===== src/rtl/huffman_pkg.sv =====
// Shared definitions for the Huffman encoder/decoder pair: default table
// geometry and the decoder FSM state encoding.
package huffman_pkg;

    localparam int SYM_NUM_DEF = 6;
    localparam int CODE_W_DEF  = 8;
    localparam int MAX_LEN_DEF = 6;

    // IDLE: no table loaded, incoming bits are dropped.
    // RUN:  table loaded, bits are shifted in and matched.
    typedef enum logic {
        IDLE = 1'b0,
        RUN  = 1'b1
    } hd_state_t;

endpackage


===== src/rtl/huffman_match.sv =====
// One code-table entry comparator. A hit requires the entry's mask to cover
// exactly the number of bits collected so far and the masked shift register
// to equal the stored code. A zero mask marks an unused entry and never hits.
module huffman_match
    import huffman_pkg::*;
#(
    parameter int CODE_W = CODE_W_DEF,
    parameter int LEN_W  = $clog2(CODE_W + 1)
) (
    input  logic [CODE_W-1:0] hc,
    input  logic [CODE_W-1:0] m,
    input  logic [CODE_W-1:0] sr_new,
    input  logic [LEN_W-1:0]  len_new,
    output logic              hit
);

    logic [CODE_W-1:0] len_mask;

    // Build 2^len_new - 1 and compare length and code bits in one step.
    always_comb begin
        len_mask = (CODE_W'(1) << len_new) - CODE_W'(1);
        hit      = (m != '0) && (m == len_mask) && ((sr_new & m) == hc);
    end

endmodule


===== src/rtl/huffman_decoder.sv =====
// Serial Huffman decoder. A code_valid pulse loads up to six (code, mask)
// pairs; afterwards each qualified input bit is shifted in MSB-first and the
// post-shift prefix is matched against every table entry. A match emits the
// symbol one cycle later; a prefix reaching MAX_LEN bits without a match
// emits an error pulse instead. Either outcome restarts prefix collection.
module huffman_decoder
    import huffman_pkg::*;
#(
    parameter int SYM_NUM = SYM_NUM_DEF,
    parameter int CODE_W  = CODE_W_DEF,
    parameter int MAX_LEN = MAX_LEN_DEF
) (
    input  logic              clk,
    input  logic              reset,
    input  logic              code_valid,
    input  logic [CODE_W-1:0] HC1,
    input  logic [CODE_W-1:0] HC2,
    input  logic [CODE_W-1:0] HC3,
    input  logic [CODE_W-1:0] HC4,
    input  logic [CODE_W-1:0] HC5,
    input  logic [CODE_W-1:0] HC6,
    input  logic [CODE_W-1:0] M1,
    input  logic [CODE_W-1:0] M2,
    input  logic [CODE_W-1:0] M3,
    input  logic [CODE_W-1:0] M4,
    input  logic [CODE_W-1:0] M5,
    input  logic [CODE_W-1:0] M6,
    input  logic              bit_valid,
    input  logic              bit_in,
    output logic              table_rdy,
    output logic              sym_valid,
    output logic [7:0]        sym_data,
    output logic              err,
    output logic [7:0]        sym_cnt
);

    localparam int LEN_W = $clog2(CODE_W + 1);

    hd_state_t         state, state_next;
    logic              do_load, do_shift;

    logic [CODE_W-1:0] hc_in [6];
    logic [CODE_W-1:0] m_in  [6];
    logic [CODE_W-1:0] hc_q  [SYM_NUM];
    logic [CODE_W-1:0] m_q   [SYM_NUM];

    logic [CODE_W-1:0] sr, sr_new;
    logic [LEN_W-1:0]  len, len_new;
    logic [SYM_NUM-1:0] hit_vec;
    logic              hit_any;
    logic [7:0]        hit_sym;

    assign hc_in[0] = HC1;
    assign hc_in[1] = HC2;
    assign hc_in[2] = HC3;
    assign hc_in[3] = HC4;
    assign hc_in[4] = HC5;
    assign hc_in[5] = HC6;
    assign m_in[0]  = M1;
    assign m_in[1]  = M2;
    assign m_in[2]  = M3;
    assign m_in[3]  = M4;
    assign m_in[4]  = M5;
    assign m_in[5]  = M6;

    // State register.
    always_ff @(posedge clk or posedge reset) begin
        // NOTE: sequential state uses non-blocking assignments so every
        // register samples pre-edge values regardless of block ordering.
        if (reset) state <= IDLE;
        else       state <= state_next;
    end

    // Next state: any load enters (or re-enters) RUN; only reset leaves it.
    always_comb begin
        // NOTE: default assignment first so no path leaves state_next
        // unassigned, which would infer a latch.
        state_next = state;
        if (code_valid) state_next = RUN;
    end

    // FSM outputs: a load always wins over a same-cycle bit.
    always_comb begin
        do_load  = code_valid;
        do_shift = (state == RUN) && bit_valid && !code_valid;
    end

    // Post-shift prefix, evaluated combinationally for matching.
    always_comb begin
        sr_new  = (sr << 1) | CODE_W'(bit_in);
        len_new = len + LEN_W'(1);
    end

    // One comparator per table entry.
    for (genvar i = 0; i < SYM_NUM; i++) begin : g_match
        huffman_match #(
            .CODE_W (CODE_W),
            .LEN_W  (LEN_W)
        ) u_match (
            .hc      (hc_q[i]),
            .m       (m_q[i]),
            .sr_new  (sr_new),
            .len_new (len_new),
            .hit     (hit_vec[i])
        );
    end

    // Priority select: scan downward so the lowest matching index is kept.
    always_comb begin
        hit_any = 1'b0;
        hit_sym = '0;
        for (int i = SYM_NUM - 1; i >= 0; i--) begin
            if (hit_vec[i]) begin
                hit_any = 1'b1;
                hit_sym = 8'(i + 1);
            end
        end
    end

    // Code table storage.
    always_ff @(posedge clk or posedge reset) begin
        // NOTE: the table is small and its cleared contents are part of the
        // defined reset state, so it is reset like ordinary registers rather
        // than left uninitialised like a RAM.
        if (reset) begin
            for (int i = 0; i < SYM_NUM; i++) begin
                hc_q[i] <= '0;
                m_q[i]  <= '0;
            end
        end else if (do_load) begin
            for (int i = 0; i < SYM_NUM; i++) begin
                hc_q[i] <= hc_in[i];
                m_q[i]  <= m_in[i];
            end
        end
    end

    // Prefix collection, symbol/error pulses and the symbol counter.
    always_ff @(posedge clk or posedge reset) begin
        if (reset) begin
            sr        <= '0;
            len       <= '0;
            table_rdy <= 1'b0;
            sym_valid <= 1'b0;
            sym_data  <= '0;
            err       <= 1'b0;
            sym_cnt   <= '0;
        end else begin
            sym_valid <= 1'b0;
            err       <= 1'b0;
            if (do_load) begin
                sr        <= '0;
                len       <= '0;
                sym_cnt   <= '0;
                table_rdy <= 1'b1;
            end else if (do_shift) begin
                if (hit_any) begin
                    sr        <= '0;
                    len       <= '0;
                    sym_valid <= 1'b1;
                    sym_data  <= hit_sym;
                    sym_cnt   <= sym_cnt + 8'd1;
                end else if (len_new == LEN_W'(MAX_LEN)) begin
                    sr  <= '0;
                    len <= '0;
                    err <= 1'b1;
                end else begin
                    sr  <= sr_new;
                    len <= len_new;
                end
            end
        end
    end

endmodule


===== config.mk =====
export PLATFORM = sky130hd
export DESIGN_NAME = huffman_decoder
export DESIGN_NICKNAME = d
export VERILOG_FILES = /design/src/rtl/huffman_pkg.sv /design/src/rtl/huffman_match.sv /design/src/rtl/huffman_decoder.sv
export SDC_FILE = /design/constraint.sdc
export NUM_CORES = 1
export LEC_CHECK = 0
export BUFFER_PORTS_ARGS = -buffer_cell sky130_fd_sc_hd__buf_2
export CELL_PAD_IN_SITES_DETAIL_PLACEMENT = 1
export CELL_PAD_IN_SITES_GLOBAL_PLACEMENT = 1
export CORE_MARGIN = 3
export CORE_UTILIZATION = 45
export CTS_CLUSTER_SIZE = 20
export DETAILED_ROUTE_END_ITERATION = 8
export GPL_TIMING_DRIVEN = 1
export PLACE_DENSITY = 0.93
export SLEW_MARGIN = 40
export SYNTH_ARGS = -nofsm -noshare
export SYNTH_HDL_FRONTEND = slang
export SYNTH_SLANG_ARGS = --single-unit

===== constraint.sdc =====
create_clock -name clk -period 6.4 [get_ports clk]
set_input_delay 0.32 -clock clk [delete_from_list [all_inputs] [get_ports clk]]
set_output_delay 0.32 -clock clk [all_outputs]
set_load 0.05 [all_outputs]

==> results.md <==
* Fin crit period at 5490 ps
* Area of the mapped netlist at ~8000 sq um
* Clock Latency Late Sink at 430 ps
* PortBufs at 114
* Worst R2R Start: len[1]$_DFFE_PP0P_
* Seq/Total Area, Yosys at 37.9%
* Clock buffer depth at 2
* Min-Delay Path Class: in2async
* Distinct cell type count after synthesis at 95
* Routed Antenna Nets at 0
* GRT Overall Usage at 28.5%
* Synth Warn # at 0
* Cell count of the worst reg-to-reg path at 16
* Commonest non-fill, non-tap cells in the layout: dfrtp_1 (121), buf_2 (113), mux2_2 (92)
* #FFs+latches synth at 121
* Initial DRC count at 632
* Std cell rows at 48
* Die ar. at 19400 sq um
* Reg-to-Reg End: len[2]$_DFFE_PP0P_
* CTS Hold Buffers Added at 0
* Failing checks: hold timing
* Crit Path Category: reg2reg
* Core Region at 17300 sq um
* Outcome: finished with violations
* Vias/cell at 6.42
* Delay-heaviest family, CP: compound AO/OA/AOI/OAI gates
* CP Depth at 16
* Sink Count at 121
* Layout cells sized above 1 at 32.2%
* Gp weighted congestion at approximately 0.95
* Leak pwr at 3.86 nW
* RSZ-0062 raised after global routing: false
* Max_slew headroom at 49.8%
* Post-synth EDFFs at 0
* Fillers at between 1500 and 2000
* Synth Instances at 796
* Avg Cell Area, Syn at 10.0 sq um
* Area taken by multi-input logic gates at ~4600 sq um
* Final antenna diode count at 0
* Max-cap violations at 0
* Setup TNS at 0 ps
* DRT Wirelength at 27.6 mm
* # nets final at 992
* Worst-path clk slew at 60 ps
* DP HPWL at between 15 and 20 mm
* Most common cell after layout, fill and taps aside: dfrtp_1
* Prevailing post-synth register cell: dfrtp_1
* Max Fanout on Critical Path at 15
* FF+latch area at 3030 sq um
* CP Capture Point: len[2]$_DFFE_PP0P_
* Gr ovfl total at 0
* Final Hold Fails at 32
* Vias at slightly above 7000
* Pin count of the biggest net entering global routing at 82
* Total number of H-tree levels at 4
* Antenna violations before repair at 0
* Power per cell area at about 270 nW/um^2
* Slowest CP cell: o311ai_1
* CTS Root Cell: clkbuf_16
* # IOs at between 100 and 150
* Fmax at 182 MHz
* Worst slew pin tran at 753 ps
* Post-CTS Resized at 0
* Final period utilization at 85.7%
* Worst stage delay on the critical path at 630 ps
* CP Launch Point: len[1]$_DFFE_PP0P_
* WP buf/inv at 1
* Vert. Die Dim at approximately 140 um
* Final Slew Violations at 0
* Post-CTS Setup Inserts at 0
* Nature of the critical path startpoint: flop
* First-pass GRT wire length at 43.3 mm
* CTS Buf Count at 17
* Wire length per cell at 24.6 um
* Type of destination of the critical path: flop
* # setup viols final at 0
* Pre-Repair DR Iteration Count at 5
* Ys async rst share at 100%
* CP required at 6770 ps
* Max VDD drop at 0.000192 V
* Cell Chain, Critical Path: ha_1, or2_4, o21a_2, o21ai_2, nand2_1, ha_1, inv_1, o311ai_1, and2_1, a211o_1, xor2_1, and2_1, a311oi_2, and4_1, o21ai_0, nand2_1
* Final core occ at ~53%
* Vias in the first global route at 7740
* CTS tree: done
* DRC Markers at 0
* Critical path arrival at 5860 ps
* Die Wd at 139 um
* Initial Util at 46.1%
* Clock skew at around 9.8 ps
* Worst Hold Slack at -25.2 ps
* Reg2reg setup slack at 910 ps
* Area Growth Syn to Fin at 15.8%
[synth_stat cells, drive strengths merged, types with 4 or more instances]
| library cell | number | area share (%) |
|---|---|---|
| nand4 | 15 | 1.2 |
| a21oi | 29 | 2.1 |
| o211ai | 5 | 0.47 |
| or4 | 8 | 0.85 |
| and3 | 11 | 0.86 |
| a21o | 5 | 0.47 |
| mux2 | 93 | 13 |
| clkbuf | 28 | 1.3 |
| nand2 | 83 | 4.0 |
| o41ai | 4 | 0.77 |
| nor2 | 30 | 1.4 |
| xor2 | 37 | 4.1 |
| o21ai | 32 | 2.1 |
| nand3 | 21 | 1.4 |
| a22o | 8 | 0.88 |
| o2111ai | 4 | 0.44 |
| dfrtp | 121 | 38 |
| or3 | 8 | 0.69 |
| and2 | 6 | 0.47 |
| a311oi | 6 | 0.82 |
| and3b | 4 | 0.44 |
| a2111oi | 6 | 1.1 |
| or2 | 6 | 0.50 |
| buf | 25 | 2.2 |
| a211oi | 10 | 0.94 |
| nor4 | 24 | 2.4 |
| a211o | 5 | 0.55 |
| ha | 7 | 1.1 |
| inv | 19 | 0.89 |
| nor2b | 9 | 0.71 |
| and4 | 10 | 1.1 |
| o21a | 5 | 0.49 |
| a21boi | 9 | 0.85 |
| nor3 | 26 | 1.7 |
| xnor2 | 25 | 3.0 |
| nor4b | 4 | 0.52 |
[report_power, final]
part / leakage, nW / switching [mW] / total (mW) / internal [mW]
sequential: 1.46 / 0.101 / 0.928 / 0.827
clock: 0.300 / 0.400 / 1.03 / 0.633
combinational: 2.09 / 0.285 / 0.490 / 0.205
total: 3.86 / 0.787 / 2.45 / 1.66
[worst reg2reg max path, stage by stage, from the launching register on]
cell and delay (ps):
dfrtp_1 570, ha_1 590, or2_4 230, o21a_2 190
o21ai_2 120, nand2_1 170, ha_1 380, inv_1 190
o311ai_1 630, and2_1 430, a211o_1 250, xor2_1 90
and2_1 160, a311oi_2 530, and4_1 620, o21ai_0 190
nand2_1 90
[per-stage QoR]
| stage | worst slack [ps] | power, mW | hold WS, ps | cell area [sq um] | std cells |
|---|---|---|---|---|---|
| finish | 913 | 2.45 | -25.2 | 9240 | 1122 |
| global route | 545 | 2.54 | 27.0 | 9240 | 1122 |
| CTS | 1110 | 2.45 | 93.7 | 9240 | 1122 |
| detailed placement | 1150 | 1.40 | 515 | 8610 | 1090 |
| global placement | 1330 | 1.37 | 496 | 8600 | 1090 |
| floorplan | 1970 | 1.25 | 441 | 7990 | 800 |
[sequential cells by signal (all words and copies together), names as in the netlist]
signal	count
m_q	48
sym_cnt	8
len	4
table_rdy	1
sym_data	3
hc_q	48
sr	7
sym_valid	1
err	1
[worst min-delay path by stage]
stage                                  from                      end
global placement    sym_data[0]$_DFFE_PP0P_  sym_data[0]$_DFFE_PP0P_
finish                                reset      m_q[23]$_DFFE_PP0P_
floorplan                            HC1[1]     hc_q[41]$_DFFE_PP0P_
global route                          reset      m_q[23]$_DFFE_PP0P_
detailed placement  sym_data[2]$_DFFE_PP0P_  sym_data[2]$_DFFE_PP0P_
CTS                                   M2[6]      m_q[38]$_DFFE_PP0P_
[routing by layer]
layer  up-vias  routed length [um]  global-route usage (%)
li1       3122                   -                       -
met1      3610               10600                    34.0
met2       362               13800                    48.9
met3       110                1850                    5.72
met4         0                1320                    14.6
met5         -                   0                       0
[layout make-up]
cell class              instances  area share, %
clock inverters                14           2.02
flip-flops and latches        121           32.8
repair buffers                118           6.57
well taps                     225           3.05
inverters                      19          0.826
clock buffers                  18           4.75
multi-input cells             607           50.0
[kinds of logic after synthesis]
kind of cell             count (synthesis)  synth area share [%]
AND/OR/NAND/NOR                        276                  19.4
XOR/XNOR                                65                  7.89
adder cells (fa/ha/maj)                  7                  1.10
flip-flops                             121                  37.9
multiplexers                            96                  13.5
other                                    1                0.0470
buffers and inverters                   72                  4.44
AO/OA/AOI/OAI                          158                  15.6
Note: power is estimated with default switching activity, not from simulation.
